`src/rtl/mem_stage_hs_if.sv`:
```
// Data-memory request/acknowledge bus between the memory stage (master) and the memory (slave).
interface mem_stage_hs_if #(
  parameter int unsigned DATA_W = 16
);
  logic              mem_req;
  logic              mem_we;
  logic [DATA_W-1:0] mem_addr;
  logic [DATA_W-1:0] mem_wdata;
  logic              mem_ack;
  logic [DATA_W-1:0] mem_rdata;

  modport master (
    output mem_req,
    output mem_we,
    output mem_addr,
    output mem_wdata,
    input  mem_ack,
    input  mem_rdata
  );

  modport slave (
    input  mem_req,
    input  mem_we,
    input  mem_addr,
    input  mem_wdata,
    output mem_ack,
    output mem_rdata
  );
endinterface

```
`src/rtl/mem_stage_hs.sv`:
```
// Pipeline memory stage with variable-latency req/ack data-memory handshake, stall and timeout.
// Optional saturating stall/access counters are enabled by defining MEM_STAGE_STATS_EN.
module mem_stage_hs #(
  parameter int unsigned     DATA_W  = 16,
  parameter int unsigned     TGT_W   = 3,
  parameter int unsigned     OP_W    = 3,
  parameter logic [OP_W-1:0] OP_SW   = 3'b100,
  parameter logic [OP_W-1:0] OP_LW   = 3'b101,
  parameter int unsigned     TIMEOUT = 15
) (
  input  logic               clk,
  input  logic               rst,
  input  logic               bubble_in,
  input  logic [OP_W-1:0]    opcode_in,
  input  logic [TGT_W-1:0]   tgt_in,
  input  logic [DATA_W-1:0]  result_in,
  input  logic [DATA_W-1:0]  store_data_in,
  input  logic               halt_in,
  mem_stage_hs_if.master     mem,
  output logic               stall_out,
  output logic [TGT_W-1:0]   tgt_out,
  output logic [OP_W-1:0]    opcode_out,
  output logic [DATA_W-1:0]  result_out,
  output logic               bubble_out,
  output logic               halt_out,
`ifdef MEM_STAGE_STATS_EN
  output logic [15:0]        stat_stalls,
  output logic [15:0]        stat_accesses,
`endif
  output logic               err_out
);

  localparam logic [7:0] TimeoutCnt = 8'(TIMEOUT);

  typedef enum logic [0:0] {StIdle, StWait} state_e;

  state_e state_q, state_d;
  logic [7:0] cnt_q, cnt_d;

  logic [TGT_W-1:0]  tgt_q, tgt_d;
  logic [OP_W-1:0]   op_q, op_d;
  logic [DATA_W-1:0] result_q, result_d;
  logic              bubble_q, bubble_d;
  logic              halt_q, halt_d;
  logic              err_q, err_d;

  logic is_mem;
  logic timeout_now;
  logic stall;
  logic complete;

  // Halted pipeline issues no further memory traffic.
  assign is_mem = ((opcode_in == OP_SW) || (opcode_in == OP_LW)) && !bubble_in && !halt_q;

  assign mem.mem_req   = is_mem;
  assign mem.mem_we    = is_mem && (opcode_in == OP_SW);
  assign mem.mem_addr  = result_in;
  assign mem.mem_wdata = store_data_in;

  assign timeout_now = (state_q == StWait) && (cnt_q == TimeoutCnt) && !mem.mem_ack;
  assign stall       = is_mem && !mem.mem_ack && !timeout_now;
  assign complete    = is_mem && !stall;

  always_comb begin
    state_d = state_q;
    cnt_d   = cnt_q;
    unique case (state_q)
      StIdle: begin
        if (is_mem && !mem.mem_ack) begin
          state_d = StWait;
          cnt_d   = 8'd1;
        end
      end
      StWait: begin
        if (!is_mem || mem.mem_ack || timeout_now) begin
          state_d = StIdle;
          cnt_d   = '0;
        end else begin
          cnt_d = cnt_q + 8'd1;
        end
      end
      default: begin
        state_d = StIdle;
        cnt_d   = '0;
      end
    endcase
  end

  always_comb begin
    tgt_d    = tgt_q;
    op_d     = op_q;
    result_d = result_q;
    bubble_d = bubble_q;
    halt_d   = halt_q;
    err_d    = err_q;
    if (stall) begin
      bubble_d = 1'b1;
    end else begin
      tgt_d  = tgt_in;
      op_d   = opcode_in;
      halt_d = halt_in;
      if (complete) begin
        result_d = (opcode_in == OP_LW) ? mem.mem_rdata : result_in;
        // A timed-out access retires as a bubble and latches the error.
        bubble_d = timeout_now;
        err_d    = err_q | timeout_now;
      end else begin
        result_d = result_in;
        bubble_d = halt_q | bubble_in;
      end
    end
  end

  always_ff @(posedge clk) begin
    if (rst) begin
      state_q  <= StIdle;
      cnt_q    <= '0;
      tgt_q    <= '0;
      op_q     <= '0;
      result_q <= '0;
      bubble_q <= 1'b1;
      halt_q   <= 1'b0;
      err_q    <= 1'b0;
    end else begin
      state_q  <= state_d;
      cnt_q    <= cnt_d;
      tgt_q    <= tgt_d;
      op_q     <= op_d;
      result_q <= result_d;
      bubble_q <= bubble_d;
      halt_q   <= halt_d;
      err_q    <= err_d;
    end
  end

  assign stall_out  = stall;
  assign tgt_out    = tgt_q;
  assign opcode_out = op_q;
  assign result_out = result_q;
  assign bubble_out = bubble_q;
  assign halt_out   = halt_q;
  assign err_out    = err_q;

`ifdef MEM_STAGE_STATS_EN
  logic [15:0] stalls_q, accesses_q;

  always_ff @(posedge clk) begin
    if (rst) begin
      stalls_q   <= '0;
      accesses_q <= '0;
    end else begin
      if (stall && (stalls_q != 16'hFFFF)) begin
        stalls_q <= stalls_q + 16'd1;
      end
      if (complete && (accesses_q != 16'hFFFF)) begin
        accesses_q <= accesses_q + 16'd1;
      end
    end
  end

  assign stat_stalls   = stalls_q;
  assign stat_accesses = accesses_q;
`endif

endmodule

```
`src/flat_wrapper.sv`:
```
// flat-port wrapper written by rule: the top's interface ports become plain ports
module mem_stage_hs_flat 
#(
  parameter int unsigned     DATA_W  = 16,
  parameter int unsigned     TGT_W   = 3,
  parameter int unsigned     OP_W    = 3,
  parameter logic [OP_W-1:0] OP_SW   = 3'b100,
  parameter logic [OP_W-1:0] OP_LW   = 3'b101,
  parameter int unsigned     TIMEOUT = 15
)
  (clk, rst, bubble_in, opcode_in, tgt_in, result_in, store_data_in, halt_in, stall_out, tgt_out, opcode_out, result_out, bubble_out, halt_out, err_out, mem_mem_req, mem_mem_we, mem_mem_addr, mem_mem_wdata, mem_mem_ack, mem_mem_rdata);
  mem_stage_hs_if #(.DATA_W(DATA_W)) mem_i ();
  input  logic clk;
  input  logic rst;
  input  logic bubble_in;
  input  logic [OP_W-1:0] opcode_in;
  input  logic [TGT_W-1:0] tgt_in;
  input  logic [DATA_W-1:0] result_in;
  input  logic [DATA_W-1:0] store_data_in;
  input  logic halt_in;
  output logic stall_out;
  output logic [TGT_W-1:0] tgt_out;
  output logic [OP_W-1:0] opcode_out;
  output logic [DATA_W-1:0] result_out;
  output logic bubble_out;
  output logic halt_out;
  output logic err_out;
  output wire logic [$bits(mem_i.mem_req)-1:0] mem_mem_req;
  output wire logic [$bits(mem_i.mem_we)-1:0] mem_mem_we;
  output wire logic [$bits(mem_i.mem_addr)-1:0] mem_mem_addr;
  output wire logic [$bits(mem_i.mem_wdata)-1:0] mem_mem_wdata;
  input wire logic [$bits(mem_i.mem_ack)-1:0] mem_mem_ack;
  input wire logic [$bits(mem_i.mem_rdata)-1:0] mem_mem_rdata;
  assign mem_mem_req = mem_i.mem_req;
  assign mem_mem_we = mem_i.mem_we;
  assign mem_mem_addr = mem_i.mem_addr;
  assign mem_mem_wdata = mem_i.mem_wdata;
  assign mem_i.mem_ack = mem_mem_ack;
  assign mem_i.mem_rdata = mem_mem_rdata;
  mem_stage_hs #(.DATA_W(DATA_W), .TGT_W(TGT_W), .OP_W(OP_W), .OP_SW(OP_SW), .OP_LW(OP_LW), .TIMEOUT(TIMEOUT)) u_core (.clk(clk), .rst(rst), .bubble_in(bubble_in), .opcode_in(opcode_in), .tgt_in(tgt_in), .result_in(result_in), .store_data_in(store_data_in), .halt_in(halt_in), .mem(mem_i), .stall_out(stall_out), .tgt_out(tgt_out), .opcode_out(opcode_out), .result_out(result_out), .bubble_out(bubble_out), .halt_out(halt_out), .err_out(err_out));
endmodule
```
`config.mk`:
```
export PLATFORM = sky130hd
export DESIGN_NAME = mem_stage_hs_flat
export DESIGN_NICKNAME = d
export VERILOG_FILES = /design/src/rtl/mem_stage_hs_if.sv /design/src/rtl/mem_stage_hs.sv /design/src/flat_wrapper.sv
export SDC_FILE = /design/constraint.sdc
export NUM_CORES = 1
export LEC_CHECK = 0
export CAP_MARGIN = 10
export CORE_MARGIN = 3
export CORE_UTILIZATION = 36
export DETAILED_ROUTE_END_ITERATION = 10
export PLACE_DENSITY = 0.77
export SKIP_CTS_REPAIR_TIMING = 1
export SLEW_MARGIN = 20
export SYNTH_ARGS = -nofsm -noshare
export SYNTH_HDL_FRONTEND = slang
export SYNTH_SLANG_ARGS = --single-unit
```
`constraint.sdc`:
```
create_clock -name clk -period 2.4 [get_ports clk]
set_clock_uncertainty 0.2 [all_clocks]
set_input_delay 0.48 -clock clk [delete_from_list [all_inputs] [get_ports clk]]
set_output_delay 0.48 -clock clk [all_outputs]
set_load 0.01 [all_outputs]
```
# Word-level counts from Yosys, hierarchy flattened
# Cells that the tools add are included.
# classes
add_sub_neg,1
eq_ne,4
n_mux,9
bitwise_logic,4
reduce_logical,19
# ops
operator,count
$mux W16,2
$mux W8,2
$pmux W8 S2,1
$add A8 B1 Y8 const B,1
$eq A8 B4 Y1 const B,1
$logic_and A1 B1 Y1,8
$eq A3 B3 Y1 const B,2
$logic_not A1 Y1,6
$logic_or A1 B1 Y1,3
$mux W1,3
$ne A2 B1 Y1 const B,1
$not A1 Y1,2
$or A1 B1 Y1,2
$pmux W1 S2,1
$reduce_and A2 Y1,1
$reduce_or A2 Y1,1
# word_totals
reg_bits,34
inputBits,59
output_inout_bits,60
word_cells,45

# Depth between registers and ports, before layout
# Gate-level depths: netlist (run 1).
# logic_depth
ltp_word,9
ltp_mapped,7

# Least setup slack after synthesis (run 1)
# No wires, ideal clock.
# synth_timing
path_kind,in2out
start,input port opcode_in[1]
end,output port stall_out
t_arrival_ns,1.746
required_ns,1.720
slack_ns,-0.026
cell_stages,5
path_buffers,2
path_cell_list,or4b_4 > buf_6 > a311o_1 > buf_4 > inv_2
# synth_via
elab_chain_cells,6
word_cells_on_any_way,7
classes_between,2 x eq/ne; 5 x reduce/logical
# synth_lines
element,line,source
"start, declared",flat_wrapper.sv:16,input logic [OP_W-1:0] opcode_in;
$eq A3 B3 Y1,mem_stage_hs.sv:53,assign is_mem = ((opcode_in == OP_SW) || (opcode_in == OP_LW)) && !bubble_in && !halt_q;
$logic_or A1 B1 Y1 (*),mem_stage_hs.sv:53,
$logic_and A1 B1 Y1 (*) (2 in a row),mem_stage_hs.sv:53,
$logic_and A1 B1 Y1 (*) (2 in a row),mem_stage_hs.sv:61,assign stall = is_mem && !mem.mem_ack && !timeout_now;
"end, declared",flat_wrapper.sv:21,output logic stall_out;
# Mark *: on every way between the ends. The rest lies on a longest branch, timed or not.

# Worst setup path in the final report (run 1)
# layout_timing
start,"register u_core.halt_q, in the netlist u_core.halt_out"
end,output port stall_out
# layout_via
elab_chain_cells,4
# layout_lines
element,line,source
"start, declared",mem_stage_hs.sv:44,"logic halt_q, halt_d;"
"start signal, assigned",mem_stage_hs.sv:131,halt_q <= halt_d;
$logic_not A1 Y1,mem_stage_hs.sv:53,
$logic_and A1 B1 Y1,mem_stage_hs.sv:53,
$logic_and A1 B1 Y1 (2 in a row),mem_stage_hs.sv:61,
# No other way between the ends.

==> results.toml, run 1 <==
[timing]
slew_headroom = 0.673
fmax_ghz = 0.428
worst_slack_ps = 62.5
worst_slew_pin_slew_ps = 490
final.period_utilization = 0.974
whs_ps = 238
fin_crit_ps = 2340
rsz0062_at_grt = "no"
hold_viol_final = 0
drv_slew = 0
setup_viol = 0

[global_route]
globalRouteMet1Util = 0.219
grt_max_degree = 38
grt_overflow_total = 0
grt_usage = 0.178
use_met3 = 0.0301
grt_pass1_vias = 2355
grt_use_met2 = 0.295
busiest_layer = "met2"
grt_pass1_wl_mm = 10.7
antenna_found_initial = 0

[synthesis]
synth_area_per_cell_um2 = 8.12
synth_cell_type_count = 33
yosysWarningCount = 0
synth_edf_count = 0
synth_area_um2 = 2250
syn-num-nets = 337
syn-instance-count = 277
ys_seq_area_frac = 0.303
synth_flop_cell = "dfxtp_1"
synth-seq-cells = 34
async_flop_share = 0

[placement]
place_congestion = 0.841
numPortBuffers = 86
post-place-ws_ps = -704
dp_hpwl_mm = 4.68

[critical_path]
crit_fanout = 3
critPathKind = "reg2out"
startpoint_type = "register"
cp.required_ps = 1720
endpoint_kind = "primary output"
cp.arrival_ps = 1660

[floorplan]
die_area_um2 = 7230
row_count = 28
die_h_um = 85.1
io_pins = 119
core_um2 = 5990
start_util = 0.376
die_x_um = 85.1

[routing]
dr.first_iter.drc_count = 177
drt_first_pass_iters = 5
vias = 2371
post_drt_via_cell_ratio = 5.75
finalWirelength_mm = 6.52
wl_per_cell_um = 15.8
postRouteAntennaNets = 0
drc_errors = 0

[clocking]
clk_latency_ps = 280
cts_tree = "built"
clock_path_buffers = 2
cts_root_buf = "clkbuf_8"
htree_levels = 2
cts.sinks = 34
cts_buffers = 5
clkTransAtPathRegs_ps = 70

[pwr]
p_comb_frac = 0.243
switching_power_mw = 0.362
powerDensity_nw_per_um2 = 438
clockPowerShare = 0.314
power.internal_mw = 1.02
p_seq_frac = 0.442
p_leak_nw = 1.23
vdd_drop_max_uv = 198
switching_share = 0.262
total_power_mw = 1.38

[cells_and_area]
drive_gt1_frac = 0.172
multi_input_area_um2 = 1130
nets = 396
fill_cells = 579
register_area_um2 = 681
diodes = 0
syn_to_final_growth_pct = 40.2
utilization = 0.527

[status]
outcome = "complete, no violations"

[min_path]
hp-class = "in2reg"

[job]
cap_violations = 0
==> power groups by stage <==
| stage | clock network, mW | registers (mW) | logic [mW] |
|---|---|---|---|
| finish | 0.434 | 0.611 | 0.336 |
| global route | 0.468 | 0.614 | 0.361 |
| CTS | 0.449 | 0.611 | 0.338 |
| detailed placement | 0 | 0.624 | 0.336 |
| global placement | 0 | 0.623 | 0.330 |
| floorplan | 0 | 0.635 | 0.177 |
==> cell usage after synthesis, types with 2 or more instances <==
master	number	share of area
inv_2	2	0.0033
buf_2	5	0.011
a21oi_1	27	0.060
clkbuf_1	15	0.025
a31oi_1	33	0.092
buf_6	3	0.015
a311oi_2	16	0.11
buf_1	3	0.0050
dfxtp_1	34	0.30
o21ai_0	5	0.011
nor3_1	5	0.011
a311oi_1	19	0.074
nor3b_1	2	0.0067
nand3_1	5	0.011
nor2_1	25	0.042
nand2_1	12	0.020
inv_1	17	0.028
nor4_1	2	0.0056
buf_4	33	0.11
==> state kept, by name, indices dropped and copies added, names as in the netlist <==
name               cells
u_core.result_out     16
u_core.cnt_q           8
u_core.opcode_out      3
u_core.tgt_out         3
u_core.bubble_out      1
u_core.err_out         1
u_core.halt_out        1
u_core.state_q         1
==> kinds of logic (layout without fill, tap and decap cells) <==
kind of cell	count (synthesis)	in the layout	synth area share
AO/OA/AOI/OAI	105	105	0.368
adder cells (fa/ha/maj)	1	1	0.00556
buffers and inverters	78	138	0.198
flip-flops	34	34	0.303
AND/OR/NAND/NOR	59	59	0.126
==> path summary, 6_finish.rpt <==
kind / from / endpoint / slack [ps] / cells past startpoint
max: u_core.halt_out$_SDFFE_PP0N_ / stall_out / 60 / 4
min: bubble_in / u_core.bubble_out$_SDFF_PP1_ / 240 / 2
max reg2reg: u_core.halt_out$_SDFFE_PP0N_ / u_core.result_out[3]$_SDFFE_PP0N_ / 110 / 8
min reg2reg: u_core.tgt_out[2]$_SDFFE_PP0N_ / u_core.tgt_out[2]$_SDFFE_PP0N_ / 260 / 2
==> per-stage QoR <==
step	instances	TNS (ps)	instance area, um2
2_1_floorplan	277	0	2260
3_3_place_gp	404	-11610	3040
3_5_place_dp	404	-12690	3040
4_1_cts	412	-5590	3130
5_1_grt	412	0	3150
6_report	412	0	3150
==> layout by cell type (no fill, tap or decap), drive strengths merged, types with 2 or more instances in the layout <==
cell	count
clkdlybuf4s50	79
a311oi	35
dfxtp	34
a31oi	33
a21oi	27
buf	27
nor2	25
inv	19
nand2	12
clkbuf	7
nand3	5
o21ai	5
nor3	5
dlymetal6s2s	5
nor3b	3
nor4	2
==> metal layers <==
metal / up-vias / part of all wire
met5: - / 0
li1: 1121 / -
met4: 0 / 0.028
met1: 1104 / 0.43
met2: 120 / 0.48
met3: 26 / 0.064
==> final cells by class <==
| cell class | instances | area share |
|---|---|---|
| sequential | 34 | 0.216 |
| multi-input combinational | 165 | 0.359 |
| tap | 75 | 0.0298 |
| inverter | 19 | 0.0234 |
| clock inverter | 1 | 0.00159 |
| timing repair buffer | 111 | 0.343 |
| clock buffer | 7 | 0.0274 |
==> worst max-delay path: stages, from the launching register on <==
cell and delay, ps:
dfxtp_1 320, or4b_4 540, a311o_2 360, inv_4 60, buf_6 90
No activity file was read; power rests on OpenSTA's default activity.
==> run 2, diff against run 1 <==
- CAP_MARGIN: 10 -> not set
==> results of run 2 <==
The final DEF is identical to that of run 1; final timing and power are the same.
